===== src/rtl/fifo_sc_fwft_ctrl.sv =====
// Single-clock first-word-fall-through FIFO controller for a 1024x40 two-port RAM.
// Owns pointers, occupancy, flags and the read prefetch that keeps the head word on RAM_R_DATA.
module fifo_sc_fwft_ctrl #(
    parameter int DATA_WIDTH   = 40,
    parameter int ADDR_WIDTH   = 10,
    parameter int AFULL_LEVEL  = 1020,
    parameter int AEMPTY_LEVEL = 4
) (
    input  logic                  CLK,
    input  logic                  RESET_N,
    input  logic                  WE,
    input  logic [DATA_WIDTH-1:0] DATA,
    input  logic                  RE,
    output logic [DATA_WIDTH-1:0] Q,
    output logic                  FULL,
    output logic                  AFULL,
    output logic                  EMPTY,
    output logic                  AEMPTY,
    output logic [ADDR_WIDTH:0]   WRCNT,
    output logic                  OVERFLOW,
    output logic                  UNDERFLOW,
    output logic [DATA_WIDTH-1:0] RAM_W_DATA,
    output logic [ADDR_WIDTH-1:0] RAM_W_ADDR,
    output logic                  RAM_W_EN,
    output logic [ADDR_WIDTH-1:0] RAM_R_ADDR,
    output logic                  RAM_R_EN,
    input  logic [DATA_WIDTH-1:0] RAM_R_DATA
);

    localparam logic [ADDR_WIDTH:0]   C_DEPTH   = {1'b1, {ADDR_WIDTH{1'b0}}};
    localparam logic [ADDR_WIDTH:0]   C_AFULL   = (ADDR_WIDTH+1)'(AFULL_LEVEL);
    localparam logic [ADDR_WIDTH:0]   C_AEMPTY  = (ADDR_WIDTH+1)'(AEMPTY_LEVEL);
    localparam logic [ADDR_WIDTH:0]   C_CNT_ONE = (ADDR_WIDTH+1)'(1);
    localparam logic [ADDR_WIDTH-1:0] C_PTR_ONE = ADDR_WIDTH'(1);

    logic [ADDR_WIDTH-1:0] r_wr_ptr;
    logic [ADDR_WIDTH-1:0] r_rd_ptr;
    logic [ADDR_WIDTH:0]   r_cnt;
    logic [ADDR_WIDTH:0]   r_avail;
    logic                  r_q_valid;
    logic                  r_overflow;
    logic                  r_underflow;

    logic                  w_full;
    logic                  w_wr_acc;
    logic                  w_rd_acc;
    logic                  w_fetch;
    logic [ADDR_WIDTH:0]   w_cnt_nxt;
    logic [ADDR_WIDTH:0]   w_avail_nxt;
    logic                  w_q_valid_nxt;

    assign w_full   = (r_cnt == C_DEPTH);
    // The write strobe goes straight to the RAM, so it is held off while reset is asserted.
    assign w_wr_acc = WE & ~w_full & RESET_N;
    assign w_rd_acc = RE & r_q_valid;
    assign w_fetch  = (r_avail != '0) & (~r_q_valid | w_rd_acc);

    always_comb begin
        w_cnt_nxt     = r_cnt;
        w_avail_nxt   = r_avail;
        w_q_valid_nxt = r_q_valid;
        if (w_wr_acc && !w_rd_acc) begin
            w_cnt_nxt = r_cnt + C_CNT_ONE;
        end else if (!w_wr_acc && w_rd_acc) begin
            w_cnt_nxt = r_cnt - C_CNT_ONE;
        end
        if (w_wr_acc && !w_fetch) begin
            w_avail_nxt = r_avail + C_CNT_ONE;
        end else if (!w_wr_acc && w_fetch) begin
            w_avail_nxt = r_avail - C_CNT_ONE;
        end
        if (w_fetch) begin
            w_q_valid_nxt = 1'b1;
        end else if (w_rd_acc) begin
            w_q_valid_nxt = 1'b0;
        end
    end

    always_ff @(posedge CLK or negedge RESET_N) begin
        if (!RESET_N) begin
            r_wr_ptr    <= '0;
            r_rd_ptr    <= '0;
            r_cnt       <= '0;
            r_avail     <= '0;
            r_q_valid   <= 1'b0;
            r_overflow  <= 1'b0;
            r_underflow <= 1'b0;
        end else begin
            r_cnt       <= w_cnt_nxt;
            r_avail     <= w_avail_nxt;
            r_q_valid   <= w_q_valid_nxt;
            r_overflow  <= WE & w_full;
            r_underflow <= RE & ~r_q_valid;
            if (w_wr_acc) begin
                r_wr_ptr <= r_wr_ptr + C_PTR_ONE;
            end
            if (w_fetch) begin
                r_rd_ptr <= r_rd_ptr + C_PTR_ONE;
            end
        end
    end

    // avail only counts a word one edge after its write, so a fetch never hits the slot being written.
    assign RAM_W_EN   = w_wr_acc;
    assign RAM_W_ADDR = r_wr_ptr;
    assign RAM_W_DATA = DATA;
    assign RAM_R_EN   = w_fetch;
    assign RAM_R_ADDR = r_rd_ptr;

    assign Q         = RAM_R_DATA;
    assign EMPTY     = ~r_q_valid;
    assign FULL      = w_full;
    assign AFULL     = (r_cnt >= C_AFULL);
    assign AEMPTY    = (r_cnt <= C_AEMPTY);
    assign WRCNT     = r_cnt;
    assign OVERFLOW  = r_overflow;
    assign UNDERFLOW = r_underflow;

endmodule


===== config.mk =====
export PLATFORM = sky130hd
export DESIGN_NAME = fifo_sc_fwft_ctrl
export DESIGN_NICKNAME = d
export VERILOG_FILES = /design/src/rtl/fifo_sc_fwft_ctrl.sv
export SDC_FILE = /design/constraint.sdc
export NUM_CORES = 1
export LEC_CHECK = 0
export CAP_MARGIN = 5
export CELL_PAD_IN_SITES_DETAIL_PLACEMENT = 2
export CELL_PAD_IN_SITES_GLOBAL_PLACEMENT = 2
export CORE_ASPECT_RATIO = 0.8
export CORE_MARGIN = 2
export CORE_UTILIZATION = 23
export DETAILED_ROUTE_END_ITERATION = 8
export GPL_TIMING_DRIVEN = 0
export PLACE_DENSITY = 0.95
export REMOVE_ABC_BUFFERS = 1
export SKIP_CTS_REPAIR_TIMING = 1
export SLEW_MARGIN = 0
export SYNTH_ARGS = -nofsm -noshare
export SYNTH_HDL_FRONTEND = slang
export SYNTH_SLANG_ARGS = --single-unit

===== constraint.sdc =====
create_clock -name CLK -period 5.2 [get_ports CLK]
set_input_delay 1.3 -clock CLK [delete_from_list [all_inputs] [get_ports CLK]]
set_output_delay 1.3 -clock CLK [all_outputs]
set_load 0.02 [all_outputs]

==> run metrics, run 1 <==
Die H 113 um; P per Cell Area 646 nW/um^2; port bufs 42; Synth Flop Type dfrtp_1; Post-Syn Instances 363; Die X 141 um; Seq/Total Area, Yosys 32.7%; DR iter-0 viols 85; antenna violations before repair 0; fin cells 514; crit path kind in2out; M1 GR Usage 25.0%; most frequent cells in the layout dfrtp_1, clkdlybuf4s50_1, nand2_1; Clock power frac 14.0%; WL/cell 32.0 um; TritonCTS clock tree done; Setup Skew 0.00577 ns; Max-Cap Viols 0; final core utilization 25.2%; busiest grt layer met2; CTS root buf clkbuf_16; Slew headroom 55.5%; r2r setup slk 1.73 ns; Min-Delay Path Class reg2reg; # IOs 203; Critical Path RT 3.90 ns; static leakage 1.48 nW; CP endpoint kind output port; Pre-antenna DRT Iters 5; post-route setup slack 0.796 ns; ys async rst share 100%; antenna-violating nets left 0; share of power burned in registers 30.7%; Vias 2688; Fillers 1643; cell row count 39; pre-CTS WS 0.474 ns; DRC 0; initial core utilization 23.9%; Worst-path clk slew 0.07 ns; Post-Route WL 16.4 mm; Switch Pwr 1.09 mW; CTS buffer count 5; Critical Path AT 3.10 ns; Max VDD drop 0.000254 V; slowest cell on the critical path clkdlybuf4s50_1; Crit path largest cell delay 0.68 ns; Ant. Diodes 0; Syn Std Cell Area 3450 um^2; GP Congestion 0.798; Pint 1.26 mW; Worst Max-Slew Pin Slew 0.668 ns; Placed Area 3500 um^2; Max FO, Critical Path 30; Mapped Avg Cell Area 9.49 um^2; yosys warns 0; Sw Ratio 46.2%; Final setup viols 0; die footprint 16000 um^2; Tmin final 4.40 ns; Yosys reg bits 45; total global-route track usage 20.9%; Post-synth EDFFs 0; total power 2.35 mW; clock latency on the worst-skew pair 0.30 ns; Placed Cells 506; vias in the first global route 2973; layout cells sized above 1 9.39%; met3 Use GR 19.4%; Core Box Area 14400 um^2; CTS Sinks 45; first-pass GRT wire length 23.5 mm; unrepaired setup endpoints after global routing false; count of cell types in the netlist 43; M2 GR Usage 26.1%; max-slew violations 0; Final #Nets 437; number of vias per cell 5.23; Startpoint Class input port; Comb power frac 55.3%; post-layout instance area 3640 um^2; total grt overflow 0; most common cell after layout, fill and taps aside dfrtp_1; area delta synth->final 5.63%; H-tree lvl count 2; DP Wirelength 13.0 mm; largest net degree at the start of global routing 31; Clock Path Buffers 2; final hold viol count 0; final period utilization 84.7%; fmax 0.227 GHz; critical-path cell list buf_2 > buf_12 > nand2_1 > a31oi_4 > clkdlybuf4s50_1; status completed
## worst max-delay path, delay by kind of cell
| kind | cells | cell delay [ns] |
|---|---|---|
| compound gates | 1 | 0.34 |
| simple gates | 1 | 0.12 |
| buf+inv | 3 | 1.32 |
## final cells by class
cell class	count	area (um^2)	area share, %
multi-input combinational	224	1670	45.8
sequential	45	1130	30.9
timing repair buffer	43	435	12.0
tap	184	230	6.33
clock buffer	6	129	3.54
inverter	10	37.5	1.03
clock inverter	2	15.0	0.413
## logic make-up after synthesis
| group | share of synthesized area [%] |
|---|---|
| buffers and inverters | 19.0 |
| and+or+nand+nor | 15.0 |
| AOI/OAI and AO/OA | 14.1 |
| DFF | 32.7 |
| xor gates and xnor gates | 8.13 |
| adders and majority gates | 9.15 |
| muxes | 1.96 |
## synth_stat cells, drive strengths merged, types with 7 or more instances
| cell type | instances | area share, % |
|---|---|---|
| inv | 10 | 1.1 |
| ha | 22 | 8.0 |
| xnor2 | 19 | 4.8 |
| nor2 | 13 | 1.4 |
| dfrtp | 45 | 33 |
| nand2 | 34 | 3.7 |
| and3 | 7 | 1.3 |
| o21ai | 25 | 3.6 |
| nand3 | 10 | 1.5 |
| buf | 82 | 18 |
| a21oi | 14 | 2.3 |
| xor2 | 13 | 3.3 |
## flip-flops by register name, indices dropped and copies added, names as in the netlist
register / flops
r_q_valid: 1
r_avail: 11
WRCNT: 11
OVERFLOW: 1
RAM_W_ADDR: 10
UNDERFLOW: 1
RAM_R_ADDR: 10
## final timing paths
kind / cells past startpoint / from / endpoint
worst max-delay path: 5 / RESET_N / RAM_W_EN
worst min-delay path: 1 / RAM_R_ADDR[9] / RAM_R_ADDR[9]
worst max register to register: 10 / WRCNT[4] / WRCNT[10]
worst min register to register: 1 / RAM_R_ADDR[9] / RAM_R_ADDR[9]
max in group asynchronous: 2 / RESET_N / WRCNT[2]
min in group asynchronous: 1 / RESET_N / RAM_R_ADDR[0]
## metrics by stage
stage	hold WS (ns)	setup TNS, ns
after CTS	0.487	0
after global placement	0.457	-13.81
after global routing	0.517	0
final	0.478	0
after floorplan	0.438	0
after detailed placement	0.477	0
## metal layers
metal | part of all wire, % | vias to the layer above | wire length [um]
li1 | - | 1110 | -
met1 | 43 | 1367 | 7090
met2 | 36 | 186 | 5970
met3 | 18 | 19 | 2920
met4 | 1.0 | 6 | 165
met5 | 1.7 | - | 278
## power by group through the flow
stage / clock [mW] / combinational, mW / sequential, mW
after floorplan: 0 / 0.759 / 0.780
after global placement: 0 / 1.21 / 0.706
after detailed placement: 0 / 1.30 / 0.730
after CTS: 0.338 / 1.32 / 0.726
after global routing: 0.350 / 1.46 / 0.755
final: 0.329 / 1.30 / 0.723
Note: power is estimated with default switching activity, not from simulation.
==> inputs of run 2 (changes only) <==
--- a/config.mk
+++ b/config.mk
@@ -10,10 +10,10 @@
 export CELL_PAD_IN_SITES_GLOBAL_PLACEMENT = 2
 export CORE_ASPECT_RATIO = 0.8
 export CORE_MARGIN = 2
-export CORE_UTILIZATION = 23
+export CORE_UTILIZATION = 21
 export DETAILED_ROUTE_END_ITERATION = 8
 export GPL_TIMING_DRIVEN = 0
-export PLACE_DENSITY = 0.95
+export PLACE_DENSITY = 0.89
 export REMOVE_ABC_BUFFERS = 1
 export SKIP_CTS_REPAIR_TIMING = 1
 export SLEW_MARGIN = 0
==> constraint.sdc (replaced) <==
create_clock -name CLK -period 4.1 [get_ports CLK]
set_input_delay 1.025 -clock CLK [delete_from_list [all_inputs] [get_ports CLK]]
set_output_delay 1.025 -clock CLK [all_outputs]
set_load 0.02 [all_outputs]
==> run 2 against run 1 <==
Effect of this change:
- wire length grew 3.0%
- count of clock-buffer cells in the layout grew 1
- critical path depth grew 6
- final area grew 3.5%
- sequential share of layout area shrank 1.0 points
- register-to-register slack lost 1.1 ns
- global-route usage shrank 1.5 points
- clock skew grew 0.0034 ns
- combinational power grew 30%
- sequential power grew 27%
- die area grew 9.2%
- final cell count grew 7.2%
- largest cell class unchanged
==> run metrics, run 2 (synthesis results as in run 1) <==
R2R cell count 10 (unchanged); CTS Sinks 45 (unchanged); most common cell after layout, fill and taps aside dfrtp_1 (unchanged); Fillers 1792 (was 1643); Final setup viols 0 (unchanged); total grt overflow 0 (unchanged); final period utilization 97.1%; Vias 2723 (was 2688); post-route setup slack 0.117 ns (was 0.796 ns); critical path's most frequent cell o2111ai_1; number of vias per cell 4.94 (was 5.23); Crit path largest cell delay 0.54 ns (was 0.68 ns); port bufs 42 (unchanged); Die X 147 um (was 141 um); DP Wirelength 12.9 mm (was 13.0 mm); Die H 119 um (was 113 um); smallest hold slack 0.472 ns (was 0.478 ns); Tmin final 3.98 ns; Switch Pwr 1.39 mW (was 1.09 mW); P per Cell Area 820 nW/um^2 (was 646 nW/um^2); Core Box Area 15900 um^2 (was 14400 um^2); die footprint 17500 um^2 (was 16000 um^2); Comb power frac 54.8% (was 55.3%); slowest cell on the critical path fa_1 (was clkdlybuf4s50_1); Ant. Diodes 0 (unchanged); Pre-antenna DRT Iters 6 (was 5); Final #Nets 443 (was 437); crit path kind in2reg (was in2out); hold depth 1 (unchanged); Worst Max-Slew Pin Slew 0.638 ns (was 0.668 ns); critical-path cell list clkdlybuf4s50_1 > nand2_1 > a31oi_4 > ha_1 > clkinvlp_4 > fa_1 > a211oi_2 > o21ai_0 > o2111ai_1 > mux2_2 > o2111ai_1 (was buf_2 > buf_12 > nand2_1 > a31oi_4 > clkdlybuf4s50_1); post-layout instance area 3770 um^2 (was 3640 um^2); final core utilization 23.7% (was 25.2%); setup TNS 0 ns (unchanged); CP endpoint kind flip-flop (was output port); fin cells 551 (was 514); antenna violations before repair 0 (unchanged); pre-CTS WS -0.256 ns (was 0.474 ns); total power 3.09 mW (was 2.35 mW); area delta synth->final 9.30% (was 5.63%); most frequent cells in the layout dfrtp_1, clkdlybuf4s50_1, nand2_1 (unchanged); cell row count 41 (was 39); Pint 1.69 mW (was 1.26 mW); Startpoint Class input port (unchanged); Max FO, Critical Path 10 (was 30); initial core utilization 21.7% (was 23.9%); Slew headroom 57.4% (was 55.5%); vias in the first global route 2911 (was 2973); max-slew violations 0 (unchanged); largest net degree at the start of global routing 26 (was 31); Clock power frac 15.4% (was 14.0%); H-tree lvl count 2 (unchanged); Setup Skew 0.00913 ns (was 0.00577 ns); fmax 0.251 GHz; WL/cell 30.7 um (was 32.0 um); TritonCTS clock tree done (unchanged); Post-Route WL 16.9 mm (was 16.4 mm); clock latency on the worst-skew pair 0.30 ns (about the same); Sw Ratio 45.1% (was 46.2%); Max-Cap Viols 0 (unchanged); DRC 0 (unchanged); Clock Path Buffers 2 (unchanged); total global-route track usage 19.4% (was 20.9%); Worst-path clk slew 0.06 ns (was 0.07 ns); Min-Delay Path Class reg2reg (unchanged); CTS root buf clkbuf_16 (unchanged); Critical Path AT 4.19 ns (was 3.10 ns); static leakage 1.53 nW (was 1.48 nW); antenna-violating nets left 0 (unchanged); final hold viol count 0 (unchanged); share of power burned in registers 29.8% (was 30.7%); DR iter-0 viols 78 (was 85); first-pass GRT wire length 23.6 mm (was 23.5 mm); GP Congestion 0.799 (was 0.798); status completed (unchanged); Critical Path RT 4.31 ns (was 3.90 ns); Placed Cells 537 (was 506); Placed Area 3530 um^2 (was 3500 um^2); layout cells sized above 1 11.9% (was 9.39%); CTS buffer count 5 (unchanged); # IOs 203 (unchanged); Max VDD drop 0.000284 V (was 0.000254 V)
run 2: cell types whose count changed in the layout (fill, tap and decap cells not counted), sizes merged:
| cell | previous run | this run |
|---|---|---|
| inv | 10 | 9 |
| buf | 2 | 7 |
| clkinvlp | 2 | 1 |
| bufinv | 0 | 1 |
| clkbuf | 6 | 8 |
run 2: path summary, 6_finish.rpt:
check,from,end,slack (ns)
setup / recovery,WE,r_avail[10],0.12
max in group asynchronous,RESET_N,r_avail[1],2.99
hold reg to reg,RAM_W_ADDR[9],RAM_W_ADDR[9],0.47
hold / removal,RAM_W_ADDR[9],RAM_W_ADDR[9],0.47
min in group asynchronous,RESET_N,RAM_W_ADDR[3],0.66
setup reg to reg,WRCNT[3],WRCNT[10],0.60
run 2: cell type report:
type / count / area (um^2) / share of cell area (%)
clock inverters: 1 / 30.0 / 0.797
repair buffers: 49 / 483 / 12.8
multi-input cells: 224 / 1670 / 44.5
flip-flops and latches: 45 / 1130 / 29.9
inverters: 10 / 41.3 / 1.10
clock buffers: 7 / 143 / 3.79
well taps: 215 / 269 / 7.14
run 2: power by group through the flow:
stage | clock [mW] | sequential [mW] | combinational, mW
2_1_floorplan | 0 | 0.990 | 0.962
6_report | 0.477 | 0.919 | 1.69
3_3_place_gp | 0 | 0.898 | 1.54
4_1_cts | 0.492 | 0.924 | 1.68
3_5_place_dp | 0 | 0.929 | 1.65
5_1_grt | 0.513 | 0.956 | 1.87
run 2: routing by layer:
layer	track usage, %	up-vias	wire [um]
li1	-	1128	-
met4	3.06	8	174
met2	24.1	194	6250
met1	23.4	1362	7360
met3	17.5	31	2790
met5	16.5	-	356
run 2: critical path, delay by kind of cell:
kind	cells	cell delay, ns
AOI/OAI and AO/OA	5	1.05
adders and majority gates	2	0.84
buffers and inverters	2	0.78
muxes	1	0.38
and+or+nand+nor	1	0.10
